File: config.mk
export PLATFORM = sky130hd
export DESIGN_NAME = coeff_load_sequencer_flat
export DESIGN_NICKNAME = d
export VERILOG_FILES = /design/src/rtl/coeff_load_sequencer_if.sv /design/src/rtl/coeff_load_sequencer.sv /design/src/flat_wrapper.sv
export SDC_FILE = /design/constraint.sdc
export NUM_CORES = 1
export LEC_CHECK = 0
export BUFFER_PORTS_ARGS = -buffer_cell sky130_fd_sc_hd__buf_2
export CAP_MARGIN = 30
export CORE_MARGIN = 2
export CORE_UTILIZATION = 54
export CTS_CLUSTER_DIAMETER = 80
export DETAILED_ROUTE_END_ITERATION = 8
export GPL_TIMING_DRIVEN = 0
export PLACE_DENSITY_LB_ADDON = 0.12
export SETUP_SLACK_MARGIN = 0.05
export SYNTH_ARGS = -nofsm -noshare
export SYNTH_HDL_FRONTEND = slang
export SYNTH_SLANG_ARGS = --single-unit
File: constraint.sdc
create_clock -name clk -period 7 [get_ports clk]
set_input_delay 0.7 -clock clk [delete_from_list [all_inputs] [get_ports clk]]
set_output_delay 0.7 -clock clk [all_outputs]
set_load 0.02 [all_outputs]
File: src/rtl/coeff_load_sequencer_if.sv
// coeff_load_sequencer_if: APB-style write/read port of the coefficient register bank.
// Signals: PWRITE, PENABLE, DATA_ADDR, DATA_IN, FRAC_DECI_EN, IIR_EN, CIC_EN, CTRL_EN
// (driven by the sequencer), PREADY, PRDATA (driven by the bank).
// Modports: master = sequencer side, slave = bank side.
interface coeff_load_sequencer_if #(
    parameter int ADDR_WIDTH = 7,
    parameter int DATA_WIDTH = 32
);
    logic                  PWRITE;
    logic                  PENABLE;
    logic [ADDR_WIDTH-1:0] DATA_ADDR;
    logic [DATA_WIDTH-1:0] DATA_IN;
    logic                  FRAC_DECI_EN;
    logic                  IIR_EN;
    logic                  CIC_EN;
    logic                  CTRL_EN;
    logic                  PREADY;
    logic [DATA_WIDTH-1:0] PRDATA;

    modport master (
        output PWRITE, PENABLE, DATA_ADDR, DATA_IN, FRAC_DECI_EN, IIR_EN, CIC_EN, CTRL_EN,
        input  PREADY, PRDATA
    );

    modport slave (
        input  PWRITE, PENABLE, DATA_ADDR, DATA_IN, FRAC_DECI_EN, IIR_EN, CIC_EN, CTRL_EN,
        output PREADY, PRDATA
    );
endinterface

File: src/rtl/coeff_load_sequencer.sv
// coeff_load_sequencer: streams words from a valid/ready source into consecutive
// coefficient bank addresses over an APB-style port, with region-enable decode.
// Ports: clk, rst_n (async, active-low); start/base_addr/word_count/abort command;
// src_valid/src_data/src_ready source stream; bus (coeff_load_sequencer_if.master);
// busy/done/err_code/aborted/words_done status. All outputs are registered.
// Optional: define COEFF_LOAD_VERIFY_EN to read back and compare every written word.
module coeff_load_sequencer #(
    parameter int ADDR_WIDTH  = 7,
    parameter int DATA_WIDTH  = 32,
    parameter int TAPS        = 72,
    parameter int NUM_DENUM   = 5,
    parameter int MAX_ADDR    = 95,
    parameter int TIMEOUT_CYC = 16,
    parameter int COEFF_WIDTH = 20
) (
    input  logic                  clk,
    input  logic                  rst_n,
    input  logic                  start,
    input  logic [ADDR_WIDTH-1:0] base_addr,
    input  logic [ADDR_WIDTH:0]   word_count,
    input  logic                  abort,
    input  logic                  src_valid,
    input  logic [DATA_WIDTH-1:0] src_data,
    output logic                  src_ready,
    coeff_load_sequencer_if.master bus,
    output logic                  busy,
    output logic                  done,
    output logic [1:0]            err_code,
    output logic                  aborted,
    output logic [ADDR_WIDTH:0]   words_done
);
    localparam int TW = $clog2(TIMEOUT_CYC + 1);
    localparam logic [ADDR_WIDTH-1:0] A_TAPS = ADDR_WIDTH'(TAPS);
    localparam logic [ADDR_WIDTH-1:0] A_CIC  = ADDR_WIDTH'(TAPS + 3 * NUM_DENUM);
    localparam logic [ADDR_WIDTH+1:0] A_END  = (ADDR_WIDTH+2)'(MAX_ADDR + 1);
    localparam logic [TW-1:0]         T_LAST = TW'(TIMEOUT_CYC - 1);

    typedef enum logic [2:0] {
        IDLE, FETCH, SETUP, ACCESS, DONE
`ifdef COEFF_LOAD_VERIFY_EN
        , RD_SETUP, RD_ACCESS
`endif
    } state_t;

    state_t                state, state_d;
    logic [ADDR_WIDTH-1:0] addr, addr_d;
    logic [ADDR_WIDTH:0]   cnt, cnt_d, wd_d;
    logic [DATA_WIDTH-1:0] data, data_d;
    logic [TW-1:0]         tmo, tmo_d;
    logic                  abort_p, abort_p_d, abt_d, ab;
    logic [1:0]            err_d;
    logic [ADDR_WIDTH+1:0] end_addr;
    logic                  range_err, rd_d, rd_acc_d, phase_d;

    // one past the last address; legal loads end at or below MAX_ADDR+1
    assign end_addr  = {2'b00, base_addr} + {1'b0, word_count};
    assign range_err = word_count != '0 && end_addr > A_END;
    // an abort seen during an access is remembered until that access resolves
    assign ab        = abort_p | abort;

`ifdef COEFF_LOAD_VERIFY_EN
    assign rd_d     = state_d == RD_SETUP || state_d == RD_ACCESS;
    assign rd_acc_d = state_d == RD_ACCESS;
`else
    logic unused_prdata;
    assign rd_d          = 1'b0;
    assign rd_acc_d      = 1'b0;
    assign unused_prdata = (^bus.PRDATA) ^ (^bus.PRDATA[COEFF_WIDTH-1:0]);
`endif

    assign phase_d = state_d == SETUP || state_d == ACCESS || rd_d;

    always_comb begin
        state_d   = state;
        addr_d    = addr;
        cnt_d     = cnt;
        data_d    = data;
        tmo_d     = tmo;
        abort_p_d = abort_p;
        err_d     = err_code;
        abt_d     = aborted;
        wd_d      = words_done;
        case (state)
            IDLE: if (start) begin
                err_d     = 2'd0;
                abt_d     = 1'b0;
                wd_d      = '0;
                abort_p_d = 1'b0;
                if (range_err) begin
                    err_d   = 2'd1;
                    state_d = DONE;
                end else begin
                    addr_d  = base_addr;
                    cnt_d   = word_count;
                    state_d = word_count == '0 ? DONE : FETCH;
                end
            end
            // abort beats a simultaneous src_valid: the word is not taken
            FETCH: if (abort) begin
                abt_d   = 1'b1;
                state_d = DONE;
            end else if (src_valid) begin
                data_d  = src_data;
                state_d = SETUP;
            end
            SETUP: begin
                tmo_d   = '0;
                abt_d   = abort;
                state_d = abort ? DONE : ACCESS;
            end
            ACCESS: begin
                abort_p_d = ab;
                tmo_d     = tmo + TW'(1);
                if (bus.PREADY) begin
                    wd_d  = words_done + (ADDR_WIDTH+1)'(1);
                    cnt_d = cnt - (ADDR_WIDTH+1)'(1);
                    abt_d = ab;
`ifdef COEFF_LOAD_VERIFY_EN
                    state_d = ab ? DONE : RD_SETUP;
`else
                    addr_d  = addr + ADDR_WIDTH'(1);
                    state_d = (ab || cnt_d == '0) ? DONE : FETCH;
`endif
                end else if (tmo == T_LAST) begin
                    err_d   = 2'd2;
                    abt_d   = ab;
                    state_d = DONE;
                end
            end
`ifdef COEFF_LOAD_VERIFY_EN
            RD_SETUP: begin
                abort_p_d = ab;
                tmo_d     = '0;
                state_d   = RD_ACCESS;
            end
            RD_ACCESS: begin
                abort_p_d = ab;
                tmo_d     = tmo + TW'(1);
                if (bus.PREADY) begin
                    abt_d = ab;
                    if (bus.PRDATA[COEFF_WIDTH-1:0] != data[COEFF_WIDTH-1:0]) begin
                        err_d   = 2'd3;
                        state_d = DONE;
                    end else begin
                        addr_d  = addr + ADDR_WIDTH'(1);
                        state_d = (ab || cnt == '0) ? DONE : FETCH;
                    end
                end else if (tmo == T_LAST) begin
                    err_d   = 2'd2;
                    abt_d   = ab;
                    state_d = DONE;
                end
            end
`endif
            DONE: state_d = IDLE;
            default: state_d = IDLE;
        endcase
    end

    // outputs are registered decodes of the next state so they align with it
    always_ff @(posedge clk or negedge rst_n) begin
        if (!rst_n) begin
            state            <= IDLE;
            addr             <= '0;
            cnt              <= '0;
            data             <= '0;
            tmo              <= '0;
            abort_p          <= 1'b0;
            err_code         <= 2'd0;
            aborted          <= 1'b0;
            words_done       <= '0;
            src_ready        <= 1'b0;
            busy             <= 1'b0;
            done             <= 1'b0;
            bus.PWRITE       <= 1'b0;
            bus.PENABLE      <= 1'b0;
            bus.DATA_ADDR    <= '0;
            bus.DATA_IN      <= '0;
            bus.FRAC_DECI_EN <= 1'b0;
            bus.IIR_EN       <= 1'b0;
            bus.CIC_EN       <= 1'b0;
            bus.CTRL_EN      <= 1'b0;
        end else begin
            state            <= state_d;
            addr             <= addr_d;
            cnt              <= cnt_d;
            data             <= data_d;
            tmo              <= tmo_d;
            abort_p          <= abort_p_d;
            err_code         <= err_d;
            aborted          <= abt_d;
            words_done       <= wd_d;
            src_ready        <= state_d == FETCH;
            busy             <= state_d != IDLE && state_d != DONE;
            done             <= state_d == DONE;
            bus.PWRITE       <= state_d == SETUP || state_d == ACCESS;
            bus.PENABLE      <= state_d == ACCESS || rd_acc_d;
            bus.DATA_ADDR    <= addr_d;
            bus.DATA_IN      <= data_d;
            bus.FRAC_DECI_EN <= phase_d && addr_d < A_TAPS;
            bus.IIR_EN       <= phase_d && addr_d >= A_TAPS && addr_d < A_CIC;
            bus.CIC_EN       <= phase_d && addr_d == A_CIC;
            bus.CTRL_EN      <= phase_d && addr_d > A_CIC;
        end
    end
endmodule

File: src/flat_wrapper.sv
// flat-port wrapper written by rule: the top's interface ports become plain ports
module coeff_load_sequencer_flat 
#(
    parameter int ADDR_WIDTH  = 7,
    parameter int DATA_WIDTH  = 32,
    parameter int TAPS        = 72,
    parameter int NUM_DENUM   = 5,
    parameter int MAX_ADDR    = 95,
    parameter int TIMEOUT_CYC = 16,
    parameter int COEFF_WIDTH = 20
)
  (clk, rst_n, start, base_addr, word_count, abort, src_valid, src_data, src_ready, busy, done, err_code, aborted, words_done, bus_PWRITE, bus_PENABLE, bus_DATA_ADDR, bus_DATA_IN, bus_FRAC_DECI_EN, bus_IIR_EN, bus_CIC_EN, bus_CTRL_EN, bus_PREADY, bus_PRDATA);
  coeff_load_sequencer_if #(.ADDR_WIDTH(ADDR_WIDTH), .DATA_WIDTH(DATA_WIDTH)) bus_i ();
  input  logic clk;
  input  logic rst_n;
  input  logic start;
  input  logic [ADDR_WIDTH-1:0] base_addr;
  input  logic [ADDR_WIDTH:0] word_count;
  input  logic abort;
  input  logic src_valid;
  input  logic [DATA_WIDTH-1:0] src_data;
  output logic src_ready;
  output logic busy;
  output logic done;
  output logic [1:0] err_code;
  output logic aborted;
  output logic [ADDR_WIDTH:0] words_done;
  output wire logic [$bits(bus_i.PWRITE)-1:0] bus_PWRITE;
  output wire logic [$bits(bus_i.PENABLE)-1:0] bus_PENABLE;
  output wire logic [$bits(bus_i.DATA_ADDR)-1:0] bus_DATA_ADDR;
  output wire logic [$bits(bus_i.DATA_IN)-1:0] bus_DATA_IN;
  output wire logic [$bits(bus_i.FRAC_DECI_EN)-1:0] bus_FRAC_DECI_EN;
  output wire logic [$bits(bus_i.IIR_EN)-1:0] bus_IIR_EN;
  output wire logic [$bits(bus_i.CIC_EN)-1:0] bus_CIC_EN;
  output wire logic [$bits(bus_i.CTRL_EN)-1:0] bus_CTRL_EN;
  input wire logic [$bits(bus_i.PREADY)-1:0] bus_PREADY;
  input wire logic [$bits(bus_i.PRDATA)-1:0] bus_PRDATA;
  assign bus_PWRITE = bus_i.PWRITE;
  assign bus_PENABLE = bus_i.PENABLE;
  assign bus_DATA_ADDR = bus_i.DATA_ADDR;
  assign bus_DATA_IN = bus_i.DATA_IN;
  assign bus_FRAC_DECI_EN = bus_i.FRAC_DECI_EN;
  assign bus_IIR_EN = bus_i.IIR_EN;
  assign bus_CIC_EN = bus_i.CIC_EN;
  assign bus_CTRL_EN = bus_i.CTRL_EN;
  assign bus_i.PREADY = bus_PREADY;
  assign bus_i.PRDATA = bus_PRDATA;
  coeff_load_sequencer #(.ADDR_WIDTH(ADDR_WIDTH), .DATA_WIDTH(DATA_WIDTH), .TAPS(TAPS), .NUM_DENUM(NUM_DENUM), .MAX_ADDR(MAX_ADDR), .TIMEOUT_CYC(TIMEOUT_CYC), .COEFF_WIDTH(COEFF_WIDTH)) u_core (.clk(clk), .rst_n(rst_n), .start(start), .base_addr(base_addr), .word_count(word_count), .abort(abort), .src_valid(src_valid), .src_data(src_data), .src_ready(src_ready), .bus(bus_i), .busy(busy), .done(done), .err_code(err_code), .aborted(aborted), .words_done(words_done));
endmodule
Word level (Yosys, flattened, before mapping)
Index checks and enable logic that the tools add are counted.
{ "totals": {"register_bits": 76, "in_bits": 85, "out_inout_bits": 59} }
{ "op_classes": {"n_addsub": 5, "order_cmp": 5, "eq_ne": 17, "muxes": 33, "n_bitwise": 2, "n_reduce_logical": 23} }
{ "ops": {"columns": ["cell", "n"], "rows": [
  ["$mux W8", 5],
  ["$pmux W8 S2", 2],
  ["$mux W3", 9],
  ["$mux W7", 3],
  ["$logic_not A8 Y1", 2],
  ["$lt A7 B7 Y1 const B", 2],
  ["$pmux W7 S2", 1],
  ["$eq A3 B2 Y1 const B", 4],
  ["$pmux W3 S4", 1],
  ["$reduce_and A4 Y1", 3],
  ["$ne A2 B2 Y1 const B", 5],
  ["$pmux W5 S2", 1],
  ["$add A7 B8 Y9", 1],
  ["$gt A9 B7 Y1 const B", 1],
  ["$add A8 B1 Y8 const B", 1],
  ["$reduce_bool A8 Y1", 1],
  ["$sub A8 B1 Y8 const B", 1],
  ["$add A7 B1 Y7 const B", 1],
  ["$eq A7 B7 Y1 const B", 1],
  ["$ge A7 B7 Y1 const B", 1],
  ["$gt A7 B7 Y1 const B", 1],
  ["$logic_and A1 B1 Y1", 7],
  ["$eq A3 B1 Y1 const B", 2],
  ["$mux W2", 3],
  ["other kinds (19)", 26]
]} }

Depth between registers and ports, before layout
{ "logic_depth": {"depth_word": 10, "mapped_depth": 11, "mapped_depth_nobuf": 11} }

Least setup slack after synthesis
OpenSTA, ideal clock, no wires.
{ "synth_path": {"path_type": "in2reg", "start": "input port base_addr[0]", "end": "register u_core.bus.FRAC_DECI_EN", "setup_time_ps": 78, "arrival_ps": 3304, "required_time_ps": 6922, "slack_ps": 3619, "path_stages": 10, "cell_sequence": "ha_1 fa_1 a211o_1 and3_4 o311ai_2 and4b_1 nor2_1 o311a_4 or3_1 a21oi_1"} }
{ "synth_via": {"word_cells_on_any_way": 14} }
{ "synth_lines": {"columns": ["item", "line_no", "text"], "rows": [
  ["from (decl)", "flat_wrapper.sv:17", "input logic [ADDR_WIDTH-1:0] base_addr;"],
  ["$add A7 B8 Y9", "coeff_load_sequencer.sv:56", "assign end_addr = {2'b00, base_addr} + {1'b0, word_count};"],
  ["$gt A9 B7 Y1", "coeff_load_sequencer.sv:57", "assign range_err = word_count != '0 && end_addr > A_END;"],
  ["$logic_and A1 B1 Y1", "coeff_load_sequencer.sv:57", null],
  ["$mux W7", "coeff_load_sequencer.sv:89", "if (range_err) begin"],
  ["$mux W7", "coeff_load_sequencer.sv:84", "IDLE: if (start) begin"],
  ["$pmux W7 S2", "coeff_load_sequencer.sv:83", "case (state)"],
  ["named net u_core.addr_d[4]", "coeff_load_sequencer.sv:46", "logic [ADDR_WIDTH-1:0] addr, addr_d;"],
  ["$lt A7 B7 Y1", "coeff_load_sequencer.sv:200", "bus.FRAC_DECI_EN <= phase_d && addr_d < A_TAPS;"],
  ["$logic_and A1 B1 Y1", "coeff_load_sequencer.sv:200", null],
  ["to (signal assigned)", "coeff_load_sequencer.sv:200", null],
  ["to (decl)", "coeff_load_sequencer_if.sv:21", "output PWRITE, PENABLE, DATA_ADDR, DATA_IN, FRAC_DECI_EN, IIR_EN, CIC_EN, CTRL_EN,"]
]} }
The timed path passes the listed nets, and every way through them passes these cells.
A chain may end at the register's enable or synchronous reset.

Worst setup path in the final report
{ "layout_path": {"start": "input port word_count[0]", "end": "register u_core.cnt[5]"} }
{ "layout_via": {"elab_chain_len": 5, "word_cells_on_any_way": 6} }
{ "layout_lines": {"columns": ["item", "line_no", "text"], "rows": [
  ["from (decl)", "flat_wrapper.sv:18", "input logic [ADDR_WIDTH:0] word_count;"],
  ["$add A7 B8 Y9", "coeff_load_sequencer.sv:56", null],
  ["$gt A9 B7 Y1", "coeff_load_sequencer.sv:57", null],
  ["$logic_and A1 B1 Y1 (*)", "coeff_load_sequencer.sv:57", null],
  ["$ne A2 B2 Y1 (no line) (*)", null, null],
  ["$reduce_and A4 Y1 (no line) (*)", null, null],
  ["to (signal assigned)", "coeff_load_sequencer.sv:186", "cnt <= cnt_d;"],
  ["to (decl)", "coeff_load_sequencer.sv:47", "logic [ADDR_WIDTH:0] cnt, cnt_d, wd_d;"]
]} }
Mark *: on every way between the ends. The rest lies on a longest branch, timed or not.

==> metrics.txt <==
height of the die 90.24 um; Synth area leader dfrtp_1; grt ovf 0; Final Hold Viols 0; DRC viols 0; Tcrit/Tclk final 50.36%; DR pass1 iterations 4; FFs w/ async S/R, synth 100.0%; Worst-Margin Slew 0.6015 ns; number of global-route vias before repair 3,326; post-cts sizing count 0; xor/xnor share of the synthesized area 2.399%; pwr/cell area 370.7 nW/um^2; average size of a mapped cell 10.46 um^2; DP HPWL 7255 um; Final GP Congestion 0.8861; Vias/cell 5.622; Final nets 604; number of buffers created by CTS 9; IO Port Bufs 109; final setup margin between 3 and 4 ns; CTS tree yes; CP endpoint kind flip-flop; Syn Inst Count 384; Synth Area in Adders about 4.5%; Synth Warn # 0; clock sink count 76; Clock transition at path regs 0.08 ns; Hold Buf Count CTS 0; Slew headroom between 50% and 60%; Initial Utilization 55.67%; H-tree depth 3; final setup vio count 0; mapped cell area 4016 um^2; peak supply drop between 150 and 200 uV; CP Launch Type input pin; DIE AREA 8143 um^2; Req. time, crit path around 7.3 ns; Syn Nets 483; FP Rows 31; Fin Setup TNS 0 ns; pin count of the biggest net entering global routing 63; WP data arrival 3.79 ns; die width 90.24 um; Min-Delay Path Class in -> async; Max-cap violations 0; layout cells sized above 1 34.58%; WS Path Type in -> reg; Area growth syn-to-layout 22.12%; worst skew pair latency 0.34 ns; # IOs 144; fmax 283.7 MHz; post-synthesis sequential area ratio 47.35%; Lkg Pwr ~2.5 nW; post-CTS setup buffers 0; Critical Path Fanout Max 10; hold slack 0.2186 ns; clock skew between 0.007 and 0.008 ns; Max Slew Vio Count 0; WL final between 9000 and 10,000 um; dominant cells by area after synthesis dfrtp_1 (47%), mux2_2 (9.5%), ha_1 (4.0%), nand2_1 (3.4%), nor2_1 (3.4%); Core ar. ~7200 um^2; #FFs+latches synth 76; Synth Area in Compound Gates 14.64%; via count 3,418; CTS Root Cell clkbuf_8; largest family of logic cells by synthesized area simple AND/OR/NAND/NOR gates; proportion of netlist area held by the largest area contributor between 40 and 50%; drt initial violations 128; RSZ-0062 raised after global routing false; Simple-Gate Fraction of Synth Area around 17%; Final ANT Viol Nets 0; antenna violations before repair 0; Wirelength per Cell 15.42 um; first-pass GRT wire length 15,730 um; multiplexer share of the synthesized area 11.18%; total track usage 23.98%; Period minus WS final 3.525 ns; outcome complete, no violations; ys flop type dfrtp_1; pre-CTS setup slack approximately 3.1 ns; ant diodes 0; CTS Buffer Depth 2; unique cell type count in the Yosys netlist 66; Post-synth EDFFs 0
[routing by layer]
metal  up-vias  track usage (%)  share of wire (%)
li1       1631                -                  -
met1      1657            31.00                 44
met2       113            41.17                 50
met3        17            3.772                4.6
met4         0            8.333                1.7
met5         -                0                  0
[power breakdown]
group          switching [mW]  internal [mW]
sequential              0.111          0.598
clock                   0.162          0.163
combinational           0.468          0.316
[layout by cell type, fill, tap and decap left out, types with 2 or more instances in the layout]
cell type / n
nor4b_1: 3
nor3b_1: 2
nor2_1: 36
xnor2_1: 4
a31oi_1: 2
nand3_1: 12
ha_1: 13
nor2b_1: 3
o2111ai_1: 5
mux2_2: 34
or3_1: 3
and3_1: 2
nor3_1: 8
clkbuf_8: 9
a21oi_1: 18
or2_2: 2
clkinv_2: 2
nand2b_1: 3
a211oi_1: 2
clkbuf_1: 9
or4_4: 2
o211ai_1: 5
mux2i_1: 4
buf_2: 109
inv_1: 15
a22o_1: 3
buf_1: 4
a211o_1: 3
and2_1: 2
xor2_1: 7
nand2_1: 36
o21ai_0: 19
nand4_1: 5
dfrtp_1: 76
o31ai_1: 3
o21ai_2: 2
nor4_1: 5
[state kept, by name (all words and copies together) (netlist names)]
register                 flops
u_core.bus.DATA_IN          32
u_core.cnt                   8
u_core.words_done            8
u_core.bus.DATA_ADDR         7
u_core.tmo                   5
u_core.state                 3
u_core.err_code              2
u_core.abort_p               1
u_core.aborted               1
u_core.bus.CIC_EN            1
u_core.bus.CTRL_EN           1
u_core.bus.FRAC_DECI_EN      1
u_core.bus.IIR_EN            1
u_core.bus.PENABLE           1
u_core.bus.PWRITE            1
u_core.busy                  1
u_core.done                  1
u_core.src_ready             1
[cell usage after synthesis, drive strengths merged (4+ instances only)]
library cell / count
nand4: 5
mux2i: 4
o211ai: 5
inv: 15
ha: 13
o21ai: 21
nor3: 8
clkbuf: 10
xnor2: 4
nor4: 5
nand3: 12
dfrtp: 76
nor2: 37
a21oi: 18
o31ai: 4
buf: 5
xor2: 7
o2111ai: 5
mux2: 36
nand2: 36
[kinds of logic (layout without fill, tap and decap cells)]
kind of cell    count (synthesis)  in the layout
fa+ha+maj                      14             14
flops                          76             76
buf+inv                        30            155
compound gates                 80             80
xor+xnor                       11             11
mux                            40             40
simple gates                  133            133
[area by class of cell]
| type | instances | area [um^2] |
|---|---|---|
| inverter | 15 | 56.30 |
| clock buffer | 9 | 123.9 |
| buffer | 15 | 61.31 |
| tap | 99 | 123.9 |
| timing repair buffer | 110 | 575.6 |
| multi-input combinational | 278 | 1997 |
| fill | 639 | 2310 |
| sequential | 76 | 1902 |
| clock inverter | 6 | 65.06 |
[final timing paths]
| path | startpoint | to | slack (ns) | cells after the start |
|---|---|---|---|---|
| hold / removal | rst_n | u_core.err_code[1] | 0.22 | 1 |
| min in group clk | u_core.bus.DATA_IN[9] | u_core.bus.DATA_IN[9] | 0.51 | 1 |
| hold reg to reg | u_core.bus.DATA_IN[9] | u_core.bus.DATA_IN[9] | 0.51 | 1 |
| max in group asynchronous | rst_n | u_core.bus.IIR_EN | 6.22 | 2 |
| setup reg to reg | u_core.state[1] | u_core.bus.FRAC_DECI_EN | 4.08 | 10 |
| setup / recovery | word_count[0] | u_core.cnt[5] | 3.47 | 12 |
[critical path, stage by stage]
cell,delay [ns]
buf_2,0.12
ha_1,0.22
fa_1,0.41
a211o_1,0.33
and3_4,0.20
o311ai_2,0.33
a32oi_2,0.23
or2_1,0.32
o21ai_2,0.37
clkbuf_1,0.34
o21ai_0,0.13
o21ai_0,0.09
[per-stage QoR]
stage	power (mW)	instances	utilization (%)	cell area, um^2
global placement	1.475	592	64.95	4686
finish	1.818	608	67.98	4905
floorplan	1.237	384	-	4016
detailed placement	1.501	593	65.37	4716
global route	1.937	608	67.98	4905
CTS	1.826	608	67.98	4905
(Power assumes the default switching activity.)
